## config.mk

```make
export PLATFORM = sky130hd
export DESIGN_NAME = sram_1p_march_bist
export DESIGN_NICKNAME = d
export VERILOG_FILES = /design/src/rtl/sram_bist_pkg.sv /design/src/rtl/sram_bist_addr_gen.sv /design/src/rtl/sram_1p_march_bist.sv
export SDC_FILE = /design/constraint.sdc
export NUM_CORES = 1
export LEC_CHECK = 0
export ABC_AREA = 1
export BUFFER_PORTS_ARGS = -buffer_cell sky130_fd_sc_hd__buf_2
export CORE_UTILIZATION = 40
export DETAILED_ROUTE_END_ITERATION = 16
export GPL_ROUTABILITY_DRIVEN = 1
export PLACE_DENSITY = 0.63
export SLEW_MARGIN = 20
export SYNTH_ARGS = -nofsm -noshare
export SYNTH_HDL_FRONTEND = slang
export SYNTH_HIERARCHICAL = 1
export SYNTH_SLANG_ARGS = --single-unit
export TNS_END_PERCENT = 10
```

## constraint.sdc

```tcl
create_clock -name A_CLK -period 3 [get_ports A_CLK]
set_clock_uncertainty 0.15 [all_clocks]
set_input_delay 0.6 -clock A_CLK [delete_from_list [all_inputs] [get_ports A_CLK]]
set_output_delay 0.6 -clock A_CLK [all_outputs]
set_load 0.05 [all_outputs]
```

## src/rtl/sram_bist_pkg.sv

```systemverilog
// Shared types for the 1P SRAM March C- BIST engine:
// element/state enums and the per-element op table.
package sram_bist_pkg;

  typedef enum logic [2:0] {
    M0, M1, M2, M3, M4, M5
  } march_elem_e;

  typedef enum logic [1:0] {
    S_IDLE, S_RUN, S_DRAIN, S_FIN
  } bist_state_e;

  typedef enum logic {
    OP_W = 1'b0,
    OP_R = 1'b1
  } bist_op_e;

  typedef struct packed {
    logic     down;
    logic     two_ops;
    bist_op_e op0;
    logic     pol0;
    bist_op_e op1;
    logic     pol1;
  } elem_cfg_t;

  localparam march_elem_e LAST_ELEM = M5;

  function automatic elem_cfg_t elem_cfg(
    input march_elem_e e
  );
    elem_cfg_t c;
    c = '{1'b0, 1'b0, OP_W, 1'b0, OP_W, 1'b0};
    case (e)
      M0: c = '{1'b0, 1'b0, OP_W, 1'b0, OP_W, 1'b0};
      M1: c = '{1'b0, 1'b1, OP_R, 1'b0, OP_W, 1'b1};
      M2: c = '{1'b0, 1'b1, OP_R, 1'b1, OP_W, 1'b0};
      M3: c = '{1'b1, 1'b1, OP_R, 1'b0, OP_W, 1'b1};
      M4: c = '{1'b1, 1'b1, OP_R, 1'b1, OP_W, 1'b0};
      M5: c = '{1'b1, 1'b0, OP_R, 1'b0, OP_W, 1'b0};
      default: c = '{1'b0, 1'b0, OP_W, 1'b0, OP_W, 1'b0};
    endcase
    return c;
  endfunction

endpackage

```

## src/rtl/sram_bist_addr_gen.sv

```systemverilog
// Loadable up/down address counter over 0..P_DEPTH-1
// with a last-address flag for the current direction.
module sram_bist_addr_gen #(
  parameter int P_ADDR_WIDTH = 8,
  parameter int P_DEPTH      = 256
) (
  input  logic                    A_CLK,
  input  logic                    A_RESET_N,
  input  logic                    load,
  input  logic                    load_down,
  input  logic                    step,
  input  logic                    dir_down,
  output logic [P_ADDR_WIDTH-1:0] addr,
  output logic                    last
);

  localparam logic [P_ADDR_WIDTH-1:0] TOP =
    P_ADDR_WIDTH'(P_DEPTH - 1);

  always_ff @(posedge A_CLK or negedge A_RESET_N) begin
    if (!A_RESET_N) begin
      addr <= '0;
    end else if (load) begin
      addr <= load_down ? TOP : '0;
    end else if (step) begin
      addr <= dir_down ? addr - 1'b1 : addr + 1'b1;
    end
  end

  assign last = dir_down ? (addr == '0) : (addr == TOP);

endmodule

```

## src/rtl/sram_1p_march_bist.sv

```systemverilog
// March C- BIST engine for the 1P SRAM macro family.
// Registered macro controls; compare two edges after issue.
module sram_1p_march_bist
  import sram_bist_pkg::*;
#(
  parameter int P_DATA_WIDTH   = 48,
  parameter int P_ADDR_WIDTH   = 8,
  parameter int P_DEPTH        = 256,
  parameter int P_STOP_ON_FAIL = 1
) (
  input  logic                    A_CLK,
  input  logic                    A_RESET_N,
  input  logic                    A_START,
  output logic                    A_BUSY,
  output logic                    A_DONE,
  output logic                    A_FAIL,
  output logic [P_ADDR_WIDTH-1:0] A_FAIL_ADDR,
  output logic [2:0]              A_FAIL_ELEM,
  output logic [P_DATA_WIDTH-1:0] A_FAIL_MASK,
  output logic                    A_BIST_EN,
  output logic                    A_BIST_MEN,
  output logic                    A_BIST_WEN,
  output logic                    A_BIST_REN,
  output logic [P_ADDR_WIDTH-1:0] A_BIST_ADDR,
  output logic [P_DATA_WIDTH-1:0] A_BIST_DIN,
  output logic [P_DATA_WIDTH-1:0] A_BIST_BM,
  input  logic [P_DATA_WIDTH-1:0] A_DOUT
);

  localparam int DW = P_DATA_WIDTH;
  localparam int AW = P_ADDR_WIDTH;

  bist_state_e state_q, state_d;
  march_elem_e elem_q, elem_d, nxt_elem;
  logic phase_q, phase_d;
  logic ops_done_q, ops_done_d;
  logic abort_q, abort_d;

  logic en_q, en_d;
  logic men_q, men_d;
  logic wen_q, wen_d;
  logic ren_q, ren_d;
  logic [AW-1:0] addr_q, addr_d;
  logic [DW-1:0] din_q, din_d;
  logic [DW-1:0] bm_q, bm_d;
  logic iss_pol_q, iss_pol_d;
  march_elem_e iss_elem_q, iss_elem_d;

  logic cmp_v_q, cmp_pol_q;
  march_elem_e cmp_elem_q;
  logic [AW-1:0] cmp_addr_q;

  logic busy_q, busy_d;
  logic done_q, done_d;
  logic fail_q, fail_d;
  logic [AW-1:0] fa_q, fa_d;
  march_elem_e fe_q, fe_d;
  logic [DW-1:0] fm_q, fm_d;

  elem_cfg_t cfg;
  bist_op_e op;
  logic pol;
  logic [DW-1:0] miss;
  logic mismatch;

  logic ag_load, ag_load_down, ag_step;
  logic [AW-1:0] ag_addr;
  logic ag_last;

  sram_bist_addr_gen #(
    .P_ADDR_WIDTH(AW),
    .P_DEPTH     (P_DEPTH)
  ) u_addr_gen (
    .A_CLK    (A_CLK),
    .A_RESET_N(A_RESET_N),
    .load     (ag_load),
    .load_down(ag_load_down),
    .step     (ag_step),
    .dir_down (cfg.down),
    .addr     (ag_addr),
    .last     (ag_last)
  );

  assign cfg      = elem_cfg(elem_q);
  assign nxt_elem = march_elem_e'(elem_q + 3'd1);
  assign op       = phase_q ? cfg.op1 : cfg.op0;
  assign pol      = phase_q ? cfg.pol1 : cfg.pol0;
  assign miss     = {DW{cmp_pol_q}} ^ A_DOUT;
  assign mismatch = cmp_v_q && (miss != '0) &&
                    (state_q == S_RUN || state_q == S_DRAIN);

  always_comb begin
    state_d      = state_q;
    elem_d       = elem_q;
    phase_d      = phase_q;
    ops_done_d   = ops_done_q;
    abort_d      = abort_q;
    en_d         = en_q;
    men_d        = 1'b0;
    wen_d        = 1'b0;
    ren_d        = 1'b0;
    addr_d       = addr_q;
    din_d        = '0;
    bm_d         = '0;
    iss_pol_d    = iss_pol_q;
    iss_elem_d   = iss_elem_q;
    busy_d       = busy_q;
    done_d       = done_q;
    fail_d       = fail_q;
    fa_d         = fa_q;
    fe_d         = fe_q;
    fm_d         = fm_q;
    ag_load      = 1'b0;
    ag_load_down = 1'b0;
    ag_step      = 1'b0;

    if (mismatch) begin
      fail_d = 1'b1;
      if (!fail_q) begin
        fa_d = cmp_addr_q;
        fe_d = cmp_elem_q;
        fm_d = miss;
      end
      if (P_STOP_ON_FAIL != 0) abort_d = 1'b1;
    end

    unique case (state_q)
      S_IDLE, S_FIN: begin
        addr_d = '0;
        if (A_START) begin
          state_d    = S_RUN;
          busy_d     = 1'b1;
          en_d       = 1'b1;
          done_d     = 1'b0;
          fail_d     = 1'b0;
          fa_d       = '0;
          fe_d       = M0;
          fm_d       = '0;
          elem_d     = M0;
          phase_d    = 1'b0;
          ops_done_d = 1'b0;
          abort_d    = 1'b0;
          ag_load    = 1'b1;
        end
      end
      S_RUN: begin
        if (abort_q) begin
          // the op issued at the mismatch edge has completed
          state_d = S_FIN;
          busy_d  = 1'b0;
          en_d    = 1'b0;
          done_d  = 1'b1;
          addr_d  = '0;
        end else if (ops_done_q) begin
          state_d = S_DRAIN;
        end else begin
          men_d      = 1'b1;
          wen_d      = (op == OP_W);
          ren_d      = (op == OP_R);
          din_d      = (op == OP_W) ? {DW{pol}} : '0;
          bm_d       = '1;
          addr_d     = ag_addr;
          iss_pol_d  = pol;
          iss_elem_d = elem_q;
          if (cfg.two_ops && !phase_q) begin
            phase_d = 1'b1;
          end else begin
            phase_d = 1'b0;
            if (!ag_last) begin
              ag_step = 1'b1;
            end else if (elem_q == LAST_ELEM) begin
              ops_done_d = 1'b1;
            end else begin
              elem_d       = nxt_elem;
              ag_load      = 1'b1;
              ag_load_down = elem_cfg(nxt_elem).down;
            end
          end
        end
      end
      S_DRAIN: begin
        state_d = S_FIN;
        busy_d  = 1'b0;
        en_d    = 1'b0;
        done_d  = 1'b1;
        addr_d  = '0;
      end
    endcase
  end

  always_ff @(posedge A_CLK or negedge A_RESET_N) begin
    if (!A_RESET_N) begin
      state_q    <= S_IDLE;
      elem_q     <= M0;
      phase_q    <= 1'b0;
      ops_done_q <= 1'b0;
      abort_q    <= 1'b0;
      en_q       <= 1'b0;
      men_q      <= 1'b0;
      wen_q      <= 1'b0;
      ren_q      <= 1'b0;
      addr_q     <= '0;
      din_q      <= '0;
      bm_q       <= '0;
      iss_pol_q  <= 1'b0;
      iss_elem_q <= M0;
      cmp_v_q    <= 1'b0;
      cmp_pol_q  <= 1'b0;
      cmp_elem_q <= M0;
      cmp_addr_q <= '0;
      busy_q     <= 1'b0;
      done_q     <= 1'b0;
      fail_q     <= 1'b0;
      fa_q       <= '0;
      fe_q       <= M0;
      fm_q       <= '0;
    end else begin
      state_q    <= state_d;
      elem_q     <= elem_d;
      phase_q    <= phase_d;
      ops_done_q <= ops_done_d;
      abort_q    <= abort_d;
      en_q       <= en_d;
      men_q      <= men_d;
      wen_q      <= wen_d;
      ren_q      <= ren_d;
      addr_q     <= addr_d;
      din_q      <= din_d;
      bm_q       <= bm_d;
      iss_pol_q  <= iss_pol_d;
      iss_elem_q <= iss_elem_d;
      cmp_v_q    <= ren_q;
      cmp_pol_q  <= iss_pol_q;
      cmp_elem_q <= iss_elem_q;
      cmp_addr_q <= addr_q;
      busy_q     <= busy_d;
      done_q     <= done_d;
      fail_q     <= fail_d;
      fa_q       <= fa_d;
      fe_q       <= fe_d;
      fm_q       <= fm_d;
    end
  end

  assign A_BUSY      = busy_q;
  assign A_DONE      = done_q;
  assign A_FAIL      = fail_q;
  assign A_FAIL_ADDR = fa_q;
  assign A_FAIL_ELEM = fe_q;
  assign A_FAIL_MASK = fm_q;
  assign A_BIST_EN   = en_q;
  assign A_BIST_MEN  = men_q;
  assign A_BIST_WEN  = wen_q;
  assign A_BIST_REN  = ren_q;
  assign A_BIST_ADDR = addr_q;
  assign A_BIST_DIN  = din_q;
  assign A_BIST_BM   = bm_q;

endmodule

```

==> impl_metrics.json, run 1 <==
{
  "status": "finished, final reports clean",
  "crit_type": "flip-flop to flip-flop",
  "netlist_top_cells_area": "dfrtp_1 37%, nand2_1 18%, buf_4 11%",
  "synth.most_common_cell": "nand2_1",
  "dieArea_sq_um": 18500,
  "hold_class": "input port to async pin",
  "cts_tree": "built",
  "nNetsFinal": 1219,
  "crit_fanout": 8,
  "worst_pin_slew_ps": 650,
  "yosys-top-cells-count": "335 x nand2_1, 118 x nor2_1, 107 x dfrtp_1",
  "n_fill_cell": 1815,
  "area_delta_synth_final_pct": 12.5,
  "setup_viol": 0,
  "rsz0062_at_grt": "false",
  "die_height_um": 136,
  "fin_tns_setup_ps": 0,
  "core_sq_um": 17400,
  "io_pins": 221,
  "synth.ff_latch_count": 107,
  "yosysSeqAreaShare_pct": 37.3,
  "drc_errors": 0,
  "cp.arrival_ps": 2780,
  "htreeDepth": 3,
  "drtAntennaViolNets": 0,
  "clock-sinks": 107,
  "combPwrFrac_pct": 60.9,
  "synth_edf_count": 0,
  "grt_pass1_vias": 5528,
  "start_util_pct": 41.2,
  "synth_area_sq_um": 7170,
  "synthFlopType": "dfrtp_1",
  "clock_latency_ps": 350,
  "hold_viol": 0,
  "p_leak_nw": 4.91,
  "rows": 48,
  "antennaDiodeCount": 0,
  "wl_um": 18000,
  "p_per_area_nw_per_um2": 1020,
  "slew_viol_final": 0,
  "end_kind": "flip-flop",
  "io_buffers": 220,
  "syn_nets": 1114,
  "switching_share_pct": 55.6,
  "gp_congestion": 0.825,
  "antenna_found_initial": 0,
  "grt-ovfl-total": 0,
  "fmax_mhz": 370,
  "cts-root-buf": "clkbuf_16",
  "slew-limit-headroom_pct": 56.7,
  "cts_inserted_buffers": 9,
  "fin_crit_sh_pct": 90.1,
  "dpl.hpwl_um": 12900,
  "synth_top_area_share_pct": 37.3,
  "crit_path_start_kind": "flip-flop",
  "grt_pass1_wl_um": 28200,
  "fin_crit_ps": 2700,
  "syn-instance-count": 1048,
  "synth.avg_cell_area_sq_um": 6.84,
  "clock_path_buffers": 2,
  "worst_ep_required_time_ps": 3080,
  "p_seq_share_pct": 24.4,
  "setup_ws_ps": 298,
  "die_w_um": 136,
  "grt_max_degree": 58,
  "power.internal_mw": 3.65,
  "cap_violations": 0,
  "via_count": 6426,
  "p_sw_mw": 4.57,
  "drive_gt1_share_pct": 23.6,
  "yosysWarnings": 6,
  "place_ws_ps": 204,
  "clk_pin_slew_ps": 70,
  "grt_use_total_pct": 19.5,
  "synth_cell_types": 36,
  "dr.pass1.iters": 5,
  "synthArstFlopShare_pct": 100,
  "drt_iter0_drc": 344,
  "clock_power_share_pct": 14.7,
  "via_per_inst": 4.65,
  "irDropWorstVdd_v": 0.000706,
  "synth_top_area_cell": "dfrtp_1",
  "wire_per_inst_um": 13.0
}
kinds of logic after synthesis:
kind of cell / share of synthesized area [%]
AND/OR/NAND/NOR: 29.0
buffers and inverters: 19.2
AO/OA/AOI/OAI: 10.2
flip-flops: 37.3
adder cells (fa/ha/maj): 2.72
XOR/XNOR: 1.59
stage by stage:
step / instance area, sq um / power [mW] / util (%) / hold slack, ps / std cells
global route: 8070 / 8.83 / 46.3 / 121 / 1382
floorplan: 7170 / 6.36 / - / 154 / 1048
finish: 8070 / 8.22 / 46.3 / 79.2 / 1382
global placement: 7770 / 7.01 / 44.6 / 213 / 1367
CTS: 8070 / 8.29 / 46.3 / 98.5 / 1382
detailed placement: 7770 / 7.05 / 44.6 / 216 / 1367
flip-flops by register name (all words and copies together) (netlist names):
signal and count:
A_BUSY 1, iss_pol_q 1, u_addr_gen/addr 8, A_BIST_REN 1, cmp_addr_q 8, A_FAIL 1, A_BIST_BM 1, A_DONE 1
cmp_elem_q 3, A_FAIL_ELEM 3, phase_q 1, A_FAIL_ADDR 8, A_BIST_WEN 1, ops_done_q 1, state_q 2, elem_q 3
abort_q 1, cmp_pol_q 1, A_BIST_ADDR 8, A_FAIL_MASK 48, A_BIST_DIN 1, iss_elem_q 3, cmp_v_q 1
power by group through the flow:
stage	Clock [mW]	Sequential, mW	Combinational, mW
after detailed placement	0	2.04	5.01
after floorplan	0	2.71	3.64
final	1.21	2.01	5.01
after CTS	1.25	2.01	5.03
after global placement	0	2.03	4.99
after global routing	1.29	2.05	5.49
cell usage in the layout, fill, tap and decap left out, drive strengths merged:
cell       n
ha        14
o21bai     1
clkinv     3
a21oi     56
o2111ai    1
a2bb2oi    1
and2       1
dfrtp    107
nor3       5
fa         1
nand3     46
o21ai     82
or2        4
bufinv     1
and3       1
clkbuf    11
inv      105
nand3b     2
o31ai      1
o22ai      1
xnor2     13
nand4      3
buf      240
nand2    337
nor2     119
nor4       1
metal layers:
layer  global-route usage (%)  vias up  wire length (um)
met3                     3.65       15               984
met5                        0        -                 0
met4                     4.81        0               172
met2                     32.2      169              8490
li1                         -     3350                 -
met1                     26.2     2892              8310
what timing repair did:
item	4_1_cts	5_1_grt
setup buffers	0	0
hold buffers	0	0
resized for setup	0	1
endpoints found under the hold margin	0	0
endpoints found under the setup margin	0	8
critical path, stage by stage, from the launching register on:
cell,delay (ps)
dfrtp_1,410
inv_1,120
ha_1,190
nand2_1,100
inv_1,90
nor2_1,40
nand2_1,70
inv_1,80
nor4_1,250
nand4_1,110
nand2_1,140
nand4_1,140
a21oi_2,290
nor2_2,140
a21oi_1,150
o21ai_0,100
final timing paths:
path	startpoint	to	slack (ps)	cells after the start
max in group asynchronous	A_RESET_N	cmp_addr_q[2]	1910	2
min reg2reg	iss_pol_q	cmp_pol_q	240	0
max reg2reg	elem_q[1]	u_addr_gen/addr[0]	300	15
max	elem_q[1]	u_addr_gen/addr[0]	300	15
min	A_RESET_N	A_FAIL_MASK[33]	80	1
min in group A_CLK	iss_pol_q	cmp_pol_q	240	0
layout make-up:
class                   instances  area [sq um]  share of cell area, %
clock inverters                 4          48.8                  0.605
flip-flops and latches        107          2680                   33.2
multi-input cells             690          3130                   38.8
clock buffers                  11           243                   3.01
inverters                     105           395                   4.90
repair buffers                240          1290                   16.0
well taps                     225           282                   3.49
Note: power is estimated with default switching activity, not from simulation.
==> run 2: changes to the inputs <==
--- a/config.mk
+++ b/config.mk
@@ -6,11 +6,12 @@
 export NUM_CORES = 1
 export LEC_CHECK = 0
 export ABC_AREA = 1
-export BUFFER_PORTS_ARGS = -buffer_cell sky130_fd_sc_hd__buf_2
+export BUFFER_PORTS_ARGS = -buffer_cell sky130_fd_sc_hd__clkbuf_2
 export CORE_UTILIZATION = 40
 export DETAILED_ROUTE_END_ITERATION = 16
 export GPL_ROUTABILITY_DRIVEN = 1
 export PLACE_DENSITY = 0.63
+export REMOVE_ABC_BUFFERS = 1
 export SLEW_MARGIN = 20
 export SYNTH_ARGS = -nofsm -noshare
 export SYNTH_HDL_FRONTEND = slang
==> impl_metrics.json, run 2 (synthesis results as in run 1) <==
{
  "dieArea_sq_um": 18500,
  "fin_tns_setup_ps": 0,
  "gp_congestion": 0.833,
  "r2r_slack_ps": 400,
  "p_seq_share_pct": 24.9,
  "core_sq_um": 17400,
  "via_per_inst": 4.64,
  "crit_slowest_cell": "dfrtp_1",
  "path_cells": "inv_1 -> ha_1 -> nand2_1 -> inv_1 -> nor2_1 -> nand2_1 -> inv_1 -> nor4_2 -> nand4_1 -> nand2_1 -> nand4_1 -> a21oi_4 -> nand2_1 -> clkinv_2 -> nor2_1 -> a21oi_1",
  "grt_pass1_vias": 5354,
  "slew_viol_final": 0,
  "grt_max_degree": 69,
  "fmax_mhz": 384,
  "area_delta_synth_final_pct": 12.6,
  "grt-ovfl-total": 0,
  "drt_iter0_drc": 296,
  "postCtsHoldBufs": 0,
  "cp.arrival_ps": 2740,
  "drive_gt1_share_pct": 23.4,
  "worst_pin_slew_ps": 689,
  "crit_type": "flip-flop to flip-flop",
  "drc_errors": 0,
  "dpl.hpwl_um": 11800,
  "io_buffers": 220,
  "cap_violations": 0,
  "slew-limit-headroom_pct": 54.1,
  "crit_fanout": 8,
  "antennaDiodeCount": 0,
  "cts_tree": "built",
  "p_per_area_nw_per_um2": 1010,
  "cts-root-buf": "clkbuf_16",
  "cts_inserted_buffers": 9,
  "clock_path_buffers": 2,
  "clock-sinks": 107,
  "combPwrFrac_pct": 60.7,
  "multiInputGateArea_sq_um": 3150,
  "drtAntennaViolNets": 0,
  "ff_latch_area_sq_um": 2680,
  "rsz0062_at_grt": "false",
  "grt_use_total_pct": 18.4,
  "antenna_found_initial": 0,
  "clock_latency_ps": 360,
  "die_height_um": 136,
  "end_kind": "flip-flop",
  "status": "finished, final reports clean",
  "largest_reg_flops": 48,
  "start_util_pct": 41.2,
  "fin_crit_sh_pct": 86.7,
  "nNetsFinal": 1214,
  "rows": 48,
  "dr.pass1.iters": 4,
  "p_leak_nw": 4.78,
  "final_common_cell": "nand2_1",
  "hold_viol": 0,
  "irDropWorstVdd_v": 0.000719,
  "path_common_cell": "nand2_1",
  "worst_ep_required_time_ps": 3130,
  "power.internal_mw": 3.56,
  "r2r-end": "u_addr_gen/addr[2]",
  "io_pins": 221,
  "clk_pin_slew_ps": 80,
  "crit_path_start_kind": "flip-flop",
  "hold_class": "input port to async pin",
  "cp_slowest_stage_delay_ps": 410,
  "mostFrequentLayoutCells": "334 x nand2_1, 219 x clkbuf_2, 117 x nor2_1, 106 x dfrtp_1, 100 x inv_1",
  "r2r-start": "elem_q[1]",
  "grt_pass1_wl_um": 27000,
  "via_count": 6396,
  "critPathBufInv": 4,
  "final_core_util_pct": 46.4,
  "die_w_um": 136,
  "switching_share_pct": 56.4,
  "cp.depth": 16,
  "htreeDepth": 3,
  "p_sw_mw": 4.60,
  "clock_power_share_pct": 14.3,
  "ff2ff_path_depth": 16,
  "wire_per_inst_um": 12.2,
  "critical-path-top-delay-family": "simple AND/OR/NAND/NOR gates",
  "wl_um": 16900,
  "setup_viol": 0,
  "n_fill_cell": 1792,
  "post-cts-setup-buffer-count": 0,
  "fin_crit_ps": 2600
}
run 2: cell count changes in the layout (fill, tap and decap cells not counted), sizes merged:
cell | previous run | this run
clkinvlp | 0 | 1
clkbuf | 11 | 229
inv | 105 | 108
clkinv | 3 | 2
bufinv | 1 | 0
buf | 240 | 16
run 2: through the flow:
step	instances	total power [mW]	hold slack [ps]	cell area (sq um)	setup WS, ps
4_1_cts	1378	8.23	116	8060	248
6_report	1378	8.16	89.2	8080	398
3_3_place_gp	1362	7.00	209	7770	362
5_1_grt	1378	8.78	134	8080	63.7
2_1_floorplan	902	5.00	154	6190	-12630
3_5_place_dp	1362	7.03	210	7770	277
run 2: final cells by class:
cell class	instances	share of cell area, %
multi-input combinational	690	38.9
sequential	107	33.2
timing repair buffer	235	16.0
clock buffer	10	2.83
tap	225	3.49
inverter	105	4.89
clock inverter	6	0.697
run 2: how the worst max path moves through the flow:
| stage | endpoint | startpoint | slack [ps] |
|---|---|---|---|
| after floorplan | A_BIST_BM[0] | A_BIST_BM[46] | -12630 |
| after global placement | u_addr_gen/addr[0] | elem_q[1] | 360 |
| after detailed placement | u_addr_gen/addr[0] | elem_q[1] | 280 |
| after CTS | u_addr_gen/addr[0] | elem_q[1] | 250 |
| after global routing | u_addr_gen/addr[0] | elem_q[1] | 60 |
| final | u_addr_gen/addr[2] | elem_q[1] | 400 |
run 2: power by group through the flow:
stage | Combinational (mW) | Clock [mW] | Sequential, mW
3_5_place_dp | 4.97 | 0 | 2.07
5_1_grt | 5.43 | 1.27 | 2.08
6_report | 4.95 | 1.17 | 2.03
2_1_floorplan | 1.82 | 0 | 3.18
3_3_place_gp | 4.94 | 0 | 2.06
4_1_cts | 4.98 | 1.21 | 2.04
run 2: timing repair:
action / in CTS / in global routing
hold endpoints to repair: 0 / 0
setup endpoints to repair: 0 / 8
gates resized for setup: 0 / 3
run 2: routing by layer:
layer	up-vias	GRT usage (%)	routed length, um
met3	10	3.02	994
met2	178	30.5	7930
met1	2868	24.8	7810
li1	3340	-	-
met5	-	0	0
met4	0	5.12	121
